**src/rtl/cpu_fetch_pkg.sv**
```systemverilog
// Shared fetch-path types and constants for the instruction prefetch queue.
package cpu_fetch_pkg;

   localparam int unsigned INSTR_W = 32;
   localparam int unsigned PC_W    = 32;
   localparam logic [PC_W-1:0] PC_INC = 32'd4;

   typedef struct packed {
      logic [INSTR_W-1:0] instr;
      logic [PC_W-1:0]    pc;
   } fetch_entry_t;

   localparam int unsigned ENTRY_W = $bits(fetch_entry_t);

endpackage

```
**src/rtl/sync_fifo.sv**
```systemverilog
// Synchronous FIFO with flush; head reads as zero when empty.
module sync_fifo #(
   parameter int unsigned WIDTH = 8,
   parameter int unsigned DEPTH = 4,
   localparam int unsigned PTR_W = (DEPTH > 1) ? $clog2(DEPTH) : 1,
   localparam int unsigned CNT_W = $clog2(DEPTH + 1)
) (
   input  logic             clk,
   input  logic             reset,
   input  logic             push,
   input  logic             pop,
   input  logic             flush,
   input  logic [WIDTH-1:0] push_data,
   output logic [WIDTH-1:0] head,
   output logic [CNT_W-1:0] count
);

   logic [WIDTH-1:0] mem [DEPTH];
   logic [PTR_W-1:0] rd_ptr;
   logic [PTR_W-1:0] wr_ptr;
   logic             do_push;
   logic             do_pop;

   assign do_push = push && !flush && (count != CNT_W'(DEPTH));
   assign do_pop  = pop && !flush && (count != '0);

   // Pointers wrap naturally because DEPTH is a power of two.
   always_ff @(posedge clk) begin
      if (reset || flush) begin
         rd_ptr <= '0;
         wr_ptr <= '0;
         count  <= '0;
      end else begin
         if (do_push) wr_ptr <= wr_ptr + PTR_W'(1);
         if (do_pop)  rd_ptr <= rd_ptr + PTR_W'(1);
         if (do_push && !do_pop)      count <= count + CNT_W'(1);
         else if (do_pop && !do_push) count <= count - CNT_W'(1);
      end
   end

   always_ff @(posedge clk) begin
      if (do_push) mem[wr_ptr] <= push_data;
   end

   assign head = (count != '0) ? mem[rd_ptr] : '0;

endmodule

```
**src/rtl/instr_prefetch_queue.sv**
```systemverilog
// Instruction prefetcher: credit-limited fetch requests, in-order response
// buffering, and redirect flush with stale-response dropping.
module instr_prefetch_queue
   import cpu_fetch_pkg::*;
#(
   parameter int unsigned     DEPTH    = 4,
   parameter logic [PC_W-1:0] RESET_PC = 32'h0000_0000
) (
   input  logic               clk,
   input  logic               reset,
   output logic               imem_req,
   output logic [PC_W-1:0]    imem_addr,
   input  logic               imem_gnt,
   input  logic               imem_rvalid,
   input  logic [INSTR_W-1:0] imem_rdata,
   input  logic               redirect_valid,
   input  logic [PC_W-1:0]    redirect_pc,
   output logic               instr_valid,
   output logic [INSTR_W-1:0] instr,
   output logic [PC_W-1:0]    instr_pc,
   input  logic               instr_ready
);

   localparam int unsigned CNT_W = $clog2(DEPTH + 1);

   logic [PC_W-1:0]  fetch_pc;
   logic [PC_W-1:0]  fetch_pc_nxt;
   logic [PC_W-1:0]  resp_pc;
   logic [PC_W-1:0]  resp_pc_nxt;
   logic [PC_W-1:0]  redirect_aligned;
   logic [CNT_W-1:0] count;
   logic [CNT_W-1:0] outstanding;
   logic [CNT_W-1:0] outstanding_nxt;
   logic [CNT_W-1:0] drop_cnt;
   logic [CNT_W-1:0] drop_cnt_nxt;
   logic [CNT_W:0]   credits_used;
   logic             grant;
   logic             resp_ok;
   logic             push;
   logic             pop;
   fetch_entry_t     push_entry;
   fetch_entry_t     head_entry;

   // Buffered plus in-flight fetches may never exceed the FIFO depth.
   assign credits_used = {1'b0, count} + {1'b0, outstanding};
   assign imem_req     = !reset && !redirect_valid &&
                         (credits_used < (CNT_W + 1)'(DEPTH));
   assign imem_addr    = fetch_pc;

   assign grant   = imem_req && imem_gnt;
   // A response with nothing outstanding is a protocol violation and ignored.
   assign resp_ok = imem_rvalid && (outstanding != '0);
   assign push    = resp_ok && (drop_cnt == '0) && !redirect_valid;
   assign pop     = instr_valid && instr_ready && !redirect_valid;

   assign redirect_aligned = redirect_pc & ~PC_W'(3);

   always_comb begin
      push_entry.instr = imem_rdata;
      push_entry.pc    = resp_pc;
   end

   // Next-state for fetch/response PCs and the credit/drop counters.
   always_comb begin
      fetch_pc_nxt    = fetch_pc;
      resp_pc_nxt     = resp_pc;
      outstanding_nxt = outstanding + CNT_W'(grant) - CNT_W'(resp_ok);
      drop_cnt_nxt    = drop_cnt;
      if (redirect_valid) begin
         fetch_pc_nxt = redirect_aligned;
         resp_pc_nxt  = redirect_aligned;
         drop_cnt_nxt = outstanding - CNT_W'(resp_ok);
      end else begin
         if (grant) fetch_pc_nxt = fetch_pc + PC_INC;
         if (push)  resp_pc_nxt  = resp_pc + PC_INC;
         if (resp_ok && (drop_cnt != '0)) drop_cnt_nxt = drop_cnt - CNT_W'(1);
      end
   end

   always_ff @(posedge clk) begin
      if (reset) begin
         fetch_pc    <= RESET_PC;
         resp_pc     <= RESET_PC;
         outstanding <= '0;
         drop_cnt    <= '0;
      end else begin
         fetch_pc    <= fetch_pc_nxt;
         resp_pc     <= resp_pc_nxt;
         outstanding <= outstanding_nxt;
         drop_cnt    <= drop_cnt_nxt;
      end
   end

   sync_fifo #(
      .WIDTH (ENTRY_W),
      .DEPTH (DEPTH)
   ) u_fifo (
      .clk       (clk),
      .reset     (reset),
      .push      (push),
      .pop       (pop),
      .flush     (redirect_valid),
      .push_data (push_entry),
      .head      (head_entry),
      .count     (count)
   );

   assign instr_valid = (count != '0);
   assign instr       = head_entry.instr;
   assign instr_pc    = head_entry.pc;

endmodule

```
**config.mk**
```make
export PLATFORM = sky130hd
export DESIGN_NAME = instr_prefetch_queue
export DESIGN_NICKNAME = d
export VERILOG_FILES = /design/src/rtl/cpu_fetch_pkg.sv /design/src/rtl/sync_fifo.sv /design/src/rtl/instr_prefetch_queue.sv
export SDC_FILE = /design/constraint.sdc
export NUM_CORES = 1
export LEC_CHECK = 0
export BUFFER_PORTS_ARGS = -buffer_cell sky130_fd_sc_hd__buf_2
export CAP_MARGIN = 30
export CORE_MARGIN = 4
export CORE_UTILIZATION = 60
export CTS_CLUSTER_DIAMETER = 100
export DETAILED_ROUTE_END_ITERATION = 16
export PLACE_DENSITY = 0.82
export SLEW_MARGIN = 20
export SYNTH_ARGS = -nofsm -noshare
export SYNTH_HDL_FRONTEND = slang
export SYNTH_HIERARCHICAL = 1
export SYNTH_SLANG_ARGS = --single-unit
```
**constraint.sdc**
```tcl
create_clock -name clk -period 6.7 [get_ports clk]
set_clock_uncertainty 0.2 [all_clocks]
set_input_delay 0 -clock clk [delete_from_list [all_inputs] [get_ports clk]]
set_output_delay 0 -clock clk [all_outputs]
set_load 0.02 [all_outputs]
```
## Word level (Yosys, flattened, before mapping)

Memory sizes are Yosys's and may differ from the RTL's. A register that Yosys moved wholly into a read port is not among the register bits.
Cells that the tools add are included.

- Bits in registers: 77
- Bits in latches: 0
- Memory bits (writable): 256
- ROM bits: 0
- Memories: 1

Memory list:

| memory | words | width | read ports | clocked after memory_dff | wr ports | line | source |
|---|---|---|---|---|---|---|---|
| u_fifo.mem | 4 | 64 | 1 | 1 | 1 | sync_fifo.sv:18 | `logic [WIDTH-1:0] mem [DEPTH];` |

- Add/subtract/negate cells: 11
- $mul: 0
- Div/mod/pow operators: 0
- Order comparisons: 1
- Eq/ne operators: 1
- Shifts and indexed selects: 0
- Multiplexer cells: 13
- Bitwise operators: 0
- Reduce and logical (&&, ||, !) cells: 29

Operators with widths:

| kind | count |
|---|---|
| $mux 32 | 4 |
| $add 32x3->32 const B | 2 |
| $mux 64 | 1 |
| $logic_and 1x1->1 | 15 |
| $mux 3 | 4 |
| $reduce_bool 3->1 | 3 |
| $reduce_bool 2->1 | 4 |
| $sub 3x1->3 | 2 |
| $sub 3x1->3 const B | 2 |
| $add 2x1->2 const B | 2 |
| $add 3x3->4 | 1 |
| $logic_not 1->1 | 4 |
| $lt 4x3->1 const B | 1 |
| $mux 2 | 2 |
| $add 3x1->3 | 1 |
| $add 3x1->3 const B | 1 |
| $logic_not 3->1 | 1 |
| $ne 3x3->1 const B | 1 |
| $mux 1 | 2 |
| $reduce_or 2->1 | 1 |
| $logic_or 1x1->1 | 1 |

## Depth between registers and ports, before layout

Gate-level depths: netlist of the first run.

- Word-level depth: 10
- Gate-level depth with buffers: 13
- Mapped depth without buffers: 13

## Hierarchy

The synthesis of the first run kept the hierarchy.

By module, submodules not included:

| module | instances | cells each | area an instance (um^2) |
|---|---|---|---|
| sync_fifo | 1 | 456 | 10,136.0 |
| instr_prefetch_queue | 1 | 472 | 3,777.4 |

## Worst setup path after synthesis of the first run

No wires, ideal clock.

- Kind: register -> register
- Start point: register drop_cnt[0]
- End point: memory u_fifo/mem[0][0] (netlist bit) (enable)
- Library setup time: 429 ps
- Arrival time: 3,122 ps
- Required time: 6,071 ps
- Path slack: 2,949 ps
- Stages on the path, launching flop included: 9
- Buffers on the path: 0
- Clock period less this slack: 3,751 ps
- Path through: dfxtp_1 -> inv_1 -> ha_1 -> nand3b_1 -> or2_2 -> nor2_1 -> inv_1 -> nor3_1 -> and2_1

- Cells in the longest elaborated chain, start to end: 7

RTL lines:

| element | line | source |
|---|---|---|
| start: declaration | instr_prefetch_queue.sv:34 | `logic [CNT_W-1:0] drop_cnt;` |
| start signal: assignment | instr_prefetch_queue.sv:90 | `drop_cnt <= drop_cnt_nxt;` |
| $logic_not 3->1 | instr_prefetch_queue.sv:53 | `assign push = resp_ok && (drop_cnt == '0) && !redirect_valid;` |
| $logic_and 1x1->1 (2 in a row) | instr_prefetch_queue.sv:53 |  |
| net push | instr_prefetch_queue.sv:39 | `logic push;` |
| $logic_and 1x1->1 (2 in a row) | sync_fifo.sv:24 | `assign do_push = push && !flush && (count != CNT_W'(DEPTH));` |
| net u_fifo.do_push | sync_fifo.sv:21 | `logic do_push;` |
| $mux 1 | sync_fifo.sv:42 | `if (do_push) mem[wr_ptr] <= push_data;` |
| $mux 1 (not written as such) | sync_fifo.sv:42 |  |
| end: declaration | sync_fifo.sv:18 |  |

The timed path passes the listed nets, and every way through them passes these cells.

## Worst setup path after layout of the first run

- Start point: register drop_cnt[0]
- End point: memory u_fifo/mem[2][44] (netlist bit) (enable)

The elaborated chain is that of the path after synthesis.

==> results of run 1 <==
layout by cell type, fill, tap and decap left out, drive strengths merged, types with 14 or more instances in the layout:
cell and instances:
nand4 29, buf 174, nand3 24, o21ai 20, edfxtp 256, dlygate4sd3 82
a211oi 17, nor2 47, a31oi 14, xor2 29, xnor2 15, a21oi 31
inv 24, nor3 19, dfxtp 75, ha 15, nand2 39, clkbuf 45
nor2b 66, mux4 64
through the flow:
stage / utilization (%) / worst slack [ps] / total power [mW] / instances
after floorplan: - / 2950 / 2.63 / 937
after global placement: 65.8 / 2960 / 2.75 / 1346
after detailed placement: 65.8 / 2910 / 2.77 / 1346
after CTS: 73.9 / 2860 / 4.54 / 1486
after global routing: 73.9 / 2620 / 4.70 / 1486
final: 73.9 / 2920 / 4.50 / 1486
flip-flops by register name, summed over array words and instances, names as in the netlist, named ones only:
name and cells:
imem_addr 30, u_fifo/wr_ptr 2, resp_pc 30, u_fifo/rd_ptr 2, outstanding 3, drop_cnt 3, u_fifo/count 3, u_fifo/mem 256
cell families (layout without fill, tap and decap cells):
family	count (synthesis)	after routing	synth area share, %
AOI/OAI and AO/OA	118	118	5.40
adders and majority gates	17	17	1.64
DFF	331	331	66.0
muxes	69	69	10.7
other	1	10	0.0270
buffers and inverters	72	336	2.49
xor gates and xnor gates	44	44	2.77
and+or+nand+nor	276	276	10.9
final cells by class:
class                           instances  area share [%]
Sequential cell                       331            54.8
Multi-Input combinational cell        534            26.3
Timing Repair Buffer                  256            10.2
Clock buffer                           45            5.50
Tap cell                              285            2.12
Clock inverter                         13           0.537
Inverter                               22           0.492
how the worst min path moves through the flow:
stage	start	endpoint	slack [ps]
4_1_cts	imem_rdata[28]	u_fifo/mem[0][60]	20
3_3_place_gp	imem_rdata[21]	u_fifo/mem[1][53]	10
3_5_place_dp	imem_rdata[21]	u_fifo/mem[2][53]	20
6_report	imem_rdata[28]	u_fifo/mem[0][60]	50
5_1_grt	imem_rdata[23]	u_fifo/mem[2][55]	30
2_1_floorplan	imem_rdata[0]	u_fifo/mem[0][32]	-100
worst register-to-register path: stages, from the launching register on:
cell	delay, ps
dfxtp_1	300
inv_1	100
ha_1	200
nand3b_1	190
or2_2	380
nor2_1	150
inv_1	90
nor3_1	410
and2_2	810
buf_4	570
layer usage:
metal	GRT usage [%]	up-vias	wire length [um]
li1	-	4051	-
met1	33.7	4358	12500
met2	39.5	467	14900
met3	4.44	74	2550
met4	5.51	2	692
met5	0	-	13
Yosys cell counts, types with 4 or more instances:
| library cell | instances |
|---|---|
| edfxtp_1 | 256 |
| nand3_1 | 24 |
| o21ai_0 | 20 |
| or4_1 | 4 |
| nor4_1 | 6 |
| o21a_1 | 7 |
| nand3b_1 | 4 |
| and3_1 | 8 |
| and2_1 | 9 |
| nand2_1 | 39 |
| o211ai_1 | 4 |
| a21oi_1 | 31 |
| buf_6 | 7 |
| a211oi_1 | 17 |
| clkbuf_1 | 28 |
| mux4_2 | 64 |
| ha_1 | 15 |
| xnor2_1 | 15 |
| a21boi_0 | 9 |
| xor2_1 | 29 |
| dfxtp_1 | 75 |
| buf_2 | 12 |
| nand4_1 | 28 |
| a31oi_1 | 14 |
| nor2_1 | 47 |
| nor3_1 | 18 |
| nor2b_1 | 66 |
| inv_1 | 21 |
| or3_1 | 8 |
power groups by stage:
stage	clock network, mW	registers [mW]	logic (mW)
6_report	1.73	2.35	0.425
5_1_grt	1.87	2.35	0.469
4_1_cts	1.77	2.34	0.421
3_5_place_dp	0	2.39	0.381
3_3_place_gp	0	2.38	0.371
2_1_floorplan	0	2.38	0.251
==> results by stage, run 1 <==
STA:
- Headroom to the max-slew limit came out at 31.0%.
- Setup repair after global routing left no endpoint under its margin.
- The count of endpoints failing hold in the final timing report was 0.
- The worst hold slack is 51.9 ps.
- The setup total negative slack is 0 ps.
- For the pin with the worst max-slew slack, the measured transition is 1030 ps.
- For this run, the top clock speed supported by timing is 0.265 GHz.
- The final number of max-transition violations is 0.
- Dividing the final minimum period by the clock period gives 56.4%.
- The shortest clock period the worst path allows after layout is 3780 ps.
- Setup violations remaining at the end of the flow were counted as 0.

Global route:
- The largest net degree at the start of global routing is 78.
- The total overflow left after global routing is 0.
- The global router's overall resource usage is 23.9%.
- The first global-routing pass estimated 49.3 mm of wire.
- The number of antenna violations at the first check in global routing is 1.
- The via count of the first global-routing pass is 9068.

Route:
- The number of nets with antenna violations after routing is 0.
- The via-per-instance ratio is 6.02.
- For this block, the initial DRC count from the detailed router was 817.
- The via count is 8952.
- The total wire length is 30.7 mm.
- The number of iterations in the first detailed-routing pass is 6.
- The number of remaining DRC errors is 0.
- The average wire per standard cell is 20.7 um.

Clocking:
- The buffer count from post-CTS setup fixing is 0.
- The number of buffers created by CTS is 34.
- The maximum number of buffers from clock root to sink is 3.
- The root cell of the clock tree is clkbuf_16.
- The number of sinks driven by the clock tree is 331.
- Clock latency on the worst-skew pair, taken at its later pin, is 500 ps.
- The number of buffers inserted by hold repair at cts is 82.
- The CTS tree is built.
- The H-tree generated during clock tree synthesis spans 2 levels.
- Clock-pin slew was measured on the worst setup and hold paths at 60 ps.
- The post-cts sizing count is 0.

Finish:
- The number of diodes is 0.
- Fill cells in the final layout number 1347.
- The area growth from synthesis to layout is 20.7%.
- The final layout contains 1266 nets.
- The post-route netlist has 24.9% of its cells at a drive strength greater than 1.
- The area taken by multi-input logic gates is 4420 um2.
- The post-layout instance area is 16800 um2.
- The footprint of the flip-flops and latches is 9190 um2.

Floorplanning:
- The starting density of the core is 61.3%.
- In this run the horizontal extent of the chip is 160 um.
- After floorplanning, the core was divided into 55 placement rows.
- The die area is 25700 um2.
- The die is 160 um tall.
- 168 I/O pins were placed.
- The total area inside the core boundary comes to 22700 um2.

Critical path:
- For flop-to-flop paths, the worst setup slack is 2920 ps.
- STA puts the critical path data arrival time at 3710 ps.
- The highest fanout seen on the critical path is 33.
- In this design, the largest share of critical-path delay is due to simple AND/OR/NAND/NOR gates.
- The worst register-to-register path ends at u_fifo/mem[2][44].
- The cell that appears most often on the critical path is inv_1.
- The number of buffer and inverter instances along the worst setup path is 3.
- The startpoint identified for the worst register-to-register timing path is drop_cnt[0].
- The cell type of the slowest stage on the worst timing path is and2_2.
- The signal on the critical path passes through inv_1 -> ha_1 -> nand3b_1 -> or2_2 -> nor2_1 -> inv_1 -> nor3_1 -> and2_2 -> buf_4.
- The maximum cell stage delay along the critical path is 810 ps.
- The worst setup path is launched from a flop.
- The critical path crosses 9 cells after its start point.
- Tracing the worst setup path back leads to its startpoint at drop_cnt[0].
- The logic depth of the worst register-to-register path is 9.
- For the worst setup path, the data required time is 6630 ps.
- The category of the worst setup path capture point is a flop.
- The critical path is of the reg -> reg type.
- The critical path ends at u_fifo/mem[2][44].

Synth:
- Among all flip-flop cells after synthesis, the most frequent one is edfxtp_1.
- The average instance in the mapped netlist occupies 15.0 um2.
- The total of flip-flops plus latches after synthesis is 331.
- The number of enable flip-flop cells after synthesis is 256.
- After synthesis the cells add up to 13900 um2.
- Yosys printed 6 warnings.
- After synthesis, the share of flip-flops with an asynchronous set or reset is 0%.
- The gate count after technology mapping is 928.
- After synthesis, the cell types taking the most area are edfxtp_1 55%, dfxtp_1 11%, mux4_2 10%, nor2b_1 3.0%, xor2_1 1.8%.
- The top-area cell type share of the netlist area is 55.3%.
- After synthesis, flip-flops and latches occupy 66.0% of the total area.
- The netlist uses 55 different library cells.
- The largest total area in the synthesized netlist belongs to edfxtp_1.

Pwr:
- The static leakage power is 5.91 nW.
- Summed over all nets, the switching power comes to 1.03 mW.
- The internal portion of the total power is 3.47 mW.
- Registers are responsible for 52.1% of the overall power.
- The clock network accounts for 38.4% of the total power.
- In this run the power density over the cells is 268 nW/um2.
- IR analysis of the VDD net gives a maximum drop of 0.235 mV.
- In this run switching power makes up 23.0% of total power.
- Combinational cells account for 9.4% of the total power.

Status:
- The run finished with clean final reports.

Place:
- Detailed placement ended at an HPWL of 17.2 mm.
- The last weighted congestion value of the routability-driven placer is 0.894.
- The count of buffers inserted at the top-level ports is 163.
- The placed instance area is 15000 um2.

Min path:
- The depth of the worst hold-timing path is 2.
- The worst hold path belongs to the class in -> reg.

Run:
- Max-cap violations in this run came to 0.
Power figures use the tool's default switching activity.
==> run 2, diff against run 1 <==
--- a/config.mk
+++ b/config.mk
@@ -8,10 +8,10 @@
 export BUFFER_PORTS_ARGS = -buffer_cell sky130_fd_sc_hd__buf_2
 export CAP_MARGIN = 30
 export CORE_MARGIN = 4
-export CORE_UTILIZATION = 60
+export CORE_UTILIZATION = 58
 export CTS_CLUSTER_DIAMETER = 100
 export DETAILED_ROUTE_END_ITERATION = 16
-export PLACE_DENSITY = 0.82
+export PLACE_DENSITY = 0.8
 export SLEW_MARGIN = 20
 export SYNTH_ARGS = -nofsm -noshare
 export SYNTH_HDL_FRONTEND = slang
==> constraint.sdc (replaced) <==
create_clock -name clk -period 4 [get_ports clk]
set_clock_uncertainty 0.2 [all_clocks]
set_input_delay 0 -clock clk [delete_from_list [all_inputs] [get_ports clk]]
set_output_delay 0 -clock clk [all_outputs]
set_load 0.02 [all_outputs]
==> run 2 against run 1 <==
Core utilization fell by 2.0 points. Routed wire length fell by 2.6%. Non-clock buffer count rose by 1. Hold slack improved by 1.1 ps. Flip-flop and latch count did not move. Via count fell by 1.6%. Critical path depth rose by 4. Clock power rose by 70%. First-iteration DRC count fell by 14%. Worst setup slack got worse by 2400 ps. Highest routed layer is now met4.
==> results by stage, run 2 (synthesized netlist as in run 1, its figures left out) <==
Min path:
- The hold path startpoint is imem_rdata[27] (was imem_rdata[28]).
- The terminating pin of the worst hold path is u_fifo/mem[1][59] (was u_fifo/mem[0][60]).
- The classification of the worst-slack hold path is in -> reg (unchanged).
- The depth of the worst hold-timing path is 2 (unchanged).

Floorplanning:
- The floorplan row count is 56 (was 55).
- The floorplan die width is 163 um (was 160 um).
- The placeable core region was 23500 um2 (was 22700 um2).
- The die area is 26500 um2 (was 25700 um2).
- The height of the chip is 163 um (was 160 um).
- The starting density of the core is 59.1% (was 61.3%).
- The I/O pin count is 168 (unchanged).

Pwr:
- The peak supply drop is 0.283 mV (was 0.235 mV).
- The static leakage power is 5.93 nW (was 5.91 nW).
- The total power is 7.59 mW (was 4.50 mW).
- The total power divided by cell area was 448 nW/um2 (was 268 nW/um2).
- The total internal power is 5.81 mW (was 3.47 mW).
- The net switching component of the power came to 1.78 mW (was 1.03 mW).
- The combinational group share of total power is 9.5% (was 9.4%).
- The switching share of total power was 23.4% (was 23.0%).
- The portion of total power attributed to sequential cells was 51.7% (was 52.1%).
- The clock network fraction of total power was 38.7% (was 38.4%).

Global route:
- The global router's overall resource usage came to 22.7% (was 23.9%).
- The residual overflow from global routing is 0 (unchanged).
- The met3 track utilization from global routing was 3.67% (was 4.44%).
- The wire length of the first global-routing pass is 47.7 mm (was 49.3 mm).
- The fraction of met2 tracks used by global routing is 38.0% (was 39.5%).
- The largest net degree at the start of global routing was 77 (was 78).
- The met1 global-route usage came to 32.3% (was 33.7%).
- The via count of the first global-routing pass is 8871 (was 9068).
- The number of antenna violations at the first check in global routing is 0 (was 1).
- The global routing's busiest layer is met2 (unchanged).

Route:
- The total wire length is 29.9 mm (was 30.7 mm).
- The average wire per standard cell came to 19.7 um (was 20.7 um).
- The iteration-0 DRC count of the detailed router was 701 (was 817).
- The number of remaining DRC errors is 0 (unchanged).
- The number of nets with antenna violations after routing is 0 (unchanged).
- The number of iterations in the first detailed-routing pass is 5 (was 6).
- The via-per-instance ratio is 5.79 (was 6.02).
- The via count came to 8812 (was 8952).

Critical path:
- The arrival time of data at the critical path endpoint is 3730 ps (was 3710 ps).
- The logic depth of the worst register-to-register path came to 13 (was 9).
- The category of the worst setup path capture point is a flop (unchanged).
- The capture point of the worst reg-to-reg path is u_fifo/count[2] (was u_fifo/mem[2][44]).
- The start point of the critical path is drop_cnt[0] (unchanged).
- The worst reg-to-reg setup slack is 500 ps (was 2920 ps).
- The data required time of the critical path is 4230 ps (was 6630 ps).
- The kind of critical path is reg -> reg (unchanged).
- The startpoint of the worst register-to-register path is drop_cnt[0] (unchanged).
- The highest fanout seen on the critical path is 6 (was 33).
- The nature of the critical path startpoint is a flop (unchanged).

Clocking:
- The buffer count from post-CTS setup fixing is 0 (unchanged).
- The CTS tree is built (unchanged).
- The number of sinks driven by the clock tree is 331 (unchanged).
- The post-cts sizing count was 0 (unchanged).
- The H-tree depth is 2 (unchanged).
- The root cell of the clock tree is clkbuf_16 (unchanged).
- The maximum number of buffers from clock root to sink was 3 (unchanged).
- The number of buffers created by CTS was 34 (unchanged).
- The clock transition at the register clock pins on the worst setup and hold paths after CTS is 60 ps (about the same).
- The clock latency reported for the late side of the worst-skew pair is 500 ps (about the same).
- The number of buffers inserted by hold repair at cts came to 81 (was 82).

Place:
- The estimated wirelength of the detail-placed design came to 17.8 mm (was 17.2 mm).
- The number of cells in the design after placement is 1382 (was 1346).
- The count of buffers inserted at the top-level ports came to 163 (unchanged).
- The last weighted congestion value of the routability-driven placer is 0.880 (was 0.894).

STA:
- The shortest clock period the worst path allows after layout is 3500 ps (was 3780 ps).
- The worst relative slew slack is 38.3% (was 31.0%).
- The worst hold slack is 53.0 ps (was 51.9 ps).
- The fraction of the cycle the final worst path needs came to 87.5% (was 56.4%).
- The final number of max-transition violations came to 0 (unchanged).
- The count of endpoints failing hold in the final timing report came to 0 (unchanged).
- The number of failing setup endpoints in the final timing report is 0 (unchanged).
- RSZ-0062 raised after global routing: false (unchanged).
- The setup total negative slack was 0 ps (unchanged).
- The highest clock rate is 0.286 GHz (was 0.265 GHz).
- The slew of the pin with the lowest slew margin is 922 ps (was 1030 ps).

Finish:
- Commonest cells after routing, fill and taps aside: 256 x edfxtp_1, 163 x buf_2, 81 x dlygate4sd3_1 (was 256 x edfxtp_1, 163 x buf_2, 82 x dlygate4sd3_1).
- The number of diodes is 0 (unchanged).
- The most frequent standard cell in the layout excluding fill and tap cells was edfxtp_1 (unchanged).
- The largest register by flop count is u_fifo/mem (unchanged).
- The count of placed standard cells in the final layout, fillers left out is 1521 (was 1486).
- The area growth from synthesis to layout came to 21.7% (was 20.7%).
- The number of nets in the layout is 1267 (was 1266).
- The end-of-flow core utilization came to 71.9% (was 73.9%).
- The share of cells above drive strength 1 is 25.3% (was 24.9%).
- The number of filler instances in the final layout is 1530 (was 1347).
- The number of flip-flops under the largest register name came to 256 (unchanged).

Run:
- The number of maximum-capacitance constraint violations is 0 (unchanged).

Status:
- Outcome: finished clean (unchanged).
-- run 2: worst max-delay path: stages, from the launching register on --
cell and delay [ps]:
dfxtp_1 290, inv_1 120, ha_1 220, nand3b_1 200, or2_2 390, nor2_1 160, inv_1 90, nor3_1 450
ha_1 280, inv_1 70, fa_1 370, xor2_1 160, or3_1 310, a21oi_1 130
-- run 2: worst max-delay path by stage --
stage	to	slack (ps)	cells past startpoint
floorplan	u_fifo/mem[0][0]	250	8
global placement	u_fifo/count[2]	750	13
detailed placement	u_fifo/count[2]	540	13
CTS	u_fifo/count[2]	480	13
global route	u_fifo/count[2]	180	13
finish	u_fifo/count[2]	500	13
-- run 2: per-stage QoR --
stage                     setup WS [ps]  area [um2]
final                               501       16900
after global routing                176       16900
after CTS                           485       16900
after detailed placement            539       15100
after global placement              750       15100
after floorplan                     249       13900
-- run 2: cell type report --
type	instances	area, um2	share of cell area (%)
inverters	22	82.6	0.488
flip-flops and latches	331	9190	54.3
multi-input cells	534	4420	26.1
clock inverters	16	133	0.783
well taps	319	399	2.36
clock buffers	42	902	5.33
repair buffers	257	1800	10.6
-- run 2: power groups by stage --
stage	Sequential [mW]	Clock (mW)	Combinational [mW]
floorplan	3.99	0	0.421
global placement	3.99	0	0.628
detailed placement	4.00	0	0.650
CTS	3.92	2.99	0.720
global route	3.94	3.14	0.799
finish	3.93	2.94	0.724
-- run 2: per-layer routing --
metal	vias up	part of all wire, %
met5	-	0
met4	0	1.3
met3	32	7.4
met2	400	50
met1	4322	41
li1	4058	-
==> run 3, diff against run 2 <==
--- a/config.mk
+++ b/config.mk
@@ -11,6 +11,7 @@
 export CORE_UTILIZATION = 58
 export CTS_CLUSTER_DIAMETER = 100
 export DETAILED_ROUTE_END_ITERATION = 16
+export GPL_TIMING_DRIVEN = 0
 export PLACE_DENSITY = 0.8
 export SLEW_MARGIN = 20
 export SYNTH_ARGS = -nofsm -noshare
==> run 3 against run 2 <==
Combinational power about the same. Clock power rose by 9.9%. Sequential share of layout area is 0.52 points lower. Global-route usage increased by 0.65 points. Power is 3.9% higher. Routed wire length grew 3.1%. Critical path depth stayed put. Die area did not move. Non-clock buffer count up 27. Fmax decreased by 3.4%. Cell count is 1.8% higher.
==> results by stage, run 3 (synthesized netlist as in run 1, its figures left out) <==
Floorplanning:
- The placeable core region is 23500 um2 (unchanged).
- The die area is 26500 um2 (unchanged).
- The starting density of the core is 59.1% (unchanged).
- The floorplan die width is 163 um (unchanged).
- The floorplan row count is 56 (unchanged).
- The height of the chip was 163 um (unchanged).
- The I/O pin count is 168 (unchanged).

STA:
- The worst relative slew slack is 41.2% (was 38.3%).
- The fraction of the cycle the final worst path needs is 90.6% (was 87.5%).
- The highest clock rate came to 0.276 GHz (was 0.286 GHz).
- The number of failing setup endpoints in the final timing report is 0 (unchanged).
- The minimum setup slack in the final design was 376 ps (was 501 ps).
- The final number of max-transition violations is 0 (unchanged).
- The shortest clock period the worst path allows after layout is 3620 ps (was 3500 ps).
- RSZ-0062 raised after global routing: false (unchanged).
- The count of endpoints failing hold in the final timing report is 0 (unchanged).
- The worst hold slack is 61.8 ps (was 53.0 ps).
- The slew of the pin with the lowest slew margin is 875 ps (was 922 ps).

Route:
- The via-per-instance ratio is 5.82 (was 5.79).
- The number of nets with antenna violations after routing was 0 (unchanged).
- The number of remaining DRC errors is 0 (unchanged).
- The via count is 9007 (was 8812).
- The iteration-0 DRC count of the detailed router is 815 (was 701).
- The total wire length is 30.9 mm (was 29.9 mm).
- The average wire per standard cell is 19.9 um (was 19.7 um).
- The number of iterations in the first detailed-routing pass is 5 (unchanged).

Clocking:
- The H-tree depth was 2 (unchanged).
- The number of buffers inserted by hold repair at cts is 67 (was 81).
- The root cell of the clock tree is clkbuf_16 (unchanged).
- The maximum number of buffers from clock root to sink is 3 (unchanged).
- The number of buffers created by CTS is 34 (unchanged).
- The number of sinks driven by the clock tree was 331 (unchanged).
- The clock transition at the register clock pins on the worst setup and hold paths after CTS is 60 ps (about the same).
- The CTS tree is built (unchanged).
- The buffer count from post-CTS setup fixing is 0 (unchanged).
- The post-cts sizing count came to 0 (unchanged).
- The clock latency reported for the late side of the worst-skew pair came to 500 ps (about the same).

Place:
- The worst setup timing slack at the placement stage is 382 ps (was 539 ps).
- The estimated wirelength of the detail-placed design came to 20.1 mm (was 17.8 mm).
- The count of buffers inserted at the top-level ports is 163 (unchanged).
- The last weighted congestion value of the routability-driven placer came to 0.943 (was 0.880).

Pwr:
- The total power divided by cell area was 461 nW/um2 (was 448 nW/um2).
- The static leakage power is 6.04 nW (was 5.93 nW).
- The total power is 7.88 mW (was 7.59 mW).
- The peak supply drop was 0.297 mV (was 0.283 mV).

Global route:
- The via count of the first global-routing pass is 9165 (was 8871).
- The global router's overall resource usage is 23.4% (was 22.7%).
- The largest net degree at the start of global routing is 51 (was 77).
- The residual overflow from global routing is 0 (unchanged).
- The number of antenna violations at the first check in global routing is 0 (unchanged).
- The wire length of the first global-routing pass is 48.7 mm (was 47.7 mm).

Finish:
- The most frequent standard cell in the layout excluding fill and tap cells is edfxtp_1 (unchanged).
- The number of diodes is 0 (unchanged).
- Commonest cells after routing, fill and taps aside: 256 x edfxtp_1, 175 x buf_2, 75 x dfxtp_1 (was 256 x edfxtp_1, 163 x buf_2, 81 x dlygate4sd3_1).
- The number of nets in the layout is 1294 (was 1267).
- The largest register by flop count is u_fifo/mem (unchanged).
- The number of filler instances in the final layout came to 1534 (was 1530).
- The area growth from synthesis to layout is 22.8% (was 21.7%).
- The share of cells above drive strength 1 is 25.9% (was 25.3%).
- The number of flip-flops under the largest register name is 256 (unchanged).

Run:
- The number of maximum-capacitance constraint violations came to 0 (unchanged).

Status:
- Outcome: finished clean (unchanged).

Critical path:
- The nature of the critical path startpoint is a flop (unchanged).
- The category of the worst setup path capture point is a flop (unchanged).
- The data required time of the critical path came to 4230 ps (about the same).
- The kind of critical path is reg -> reg (unchanged).
- The arrival time of data at the critical path endpoint came to 3850 ps (was 3730 ps).
- The highest fanout seen on the critical path is 6 (unchanged).

Min path:
- The classification of the worst-slack hold path is in -> reg (unchanged).
## run 3: changes by cell type in the layout (fill, tap and decap cells not counted), moves of 5 or more
cell / before / now
buf_2: 163 / 175
buf_4: 7 / 2
buf_6: 0 / 7
bufinv_16: 1 / 6
clkbuf_1: 7 / 31
dlygate4sd3_1: 81 / 67
## run 3: power breakdown
group	internal (mW)	switching (mW)	total (mW)
Clock	1.99	1.24	3.23
Combinational	0.306	0.418	0.724
Sequential	3.82	0.110	3.93
Total	6.11	1.77	7.88
## run 3: routing by layer
metal	vias up	global-route usage, %	share of wire, %
li1	4112	-	-
met3	62	3.80	7.8
met2	422	39.8	49
met1	4411	31.7	41
met4	0	6.48	2.3
met5	-	0	0
## run 3: final cells by class
class                   count  area (um2)  share of cell area, %
multi-input cells         534        4420                   25.9
inverters                  22        82.6                  0.483
well taps                 319         399                   2.34
flip-flops and latches    331        9190                   53.8
plain buffers              50         264                   1.55
repair buffers            234        1580                   9.26
clock inverters            20         262                   1.53
clock buffers              38         887                   5.19
## run 3: worst paths after layout
check,slack (ps),to,start,depth (start not counted)
setup / recovery,380,u_fifo/count[2],drop_cnt[0],13
hold / removal,60,u_fifo/mem[1][39],imem_rdata[7],2
setup reg to reg,380,u_fifo/count[2],drop_cnt[0],13
hold reg to reg,300,u_fifo/rd_ptr[1],u_fifo/rd_ptr[1],2
## run 3: critical path, cell delays in order, from the launching register on
cell,delay [ps]
dfxtp_1,300
inv_1,100
ha_1,220
nand3b_1,190
or2_2,380
nor2_1,190
inv_1,110
nor3_1,520
ha_1,300
inv_1,70
fa_1,370
xor2_1,160
or3_1,310
a21oi_1,130
## run 3: through the flow
stage / setup TNS (ps) / instance area (um2) / instances / utilization [%]
final: 0 / 17100 / 1548 / 72.6
after detailed placement: 0 / 15300 / 1423 / 64.8
after floorplan: 0 / 13900 / 937 / -
after global routing: 0 / 17100 / 1548 / 72.6
after CTS: 0 / 17100 / 1548 / 72.6
after global placement: -271000 / 15200 / 1419 / 64.4
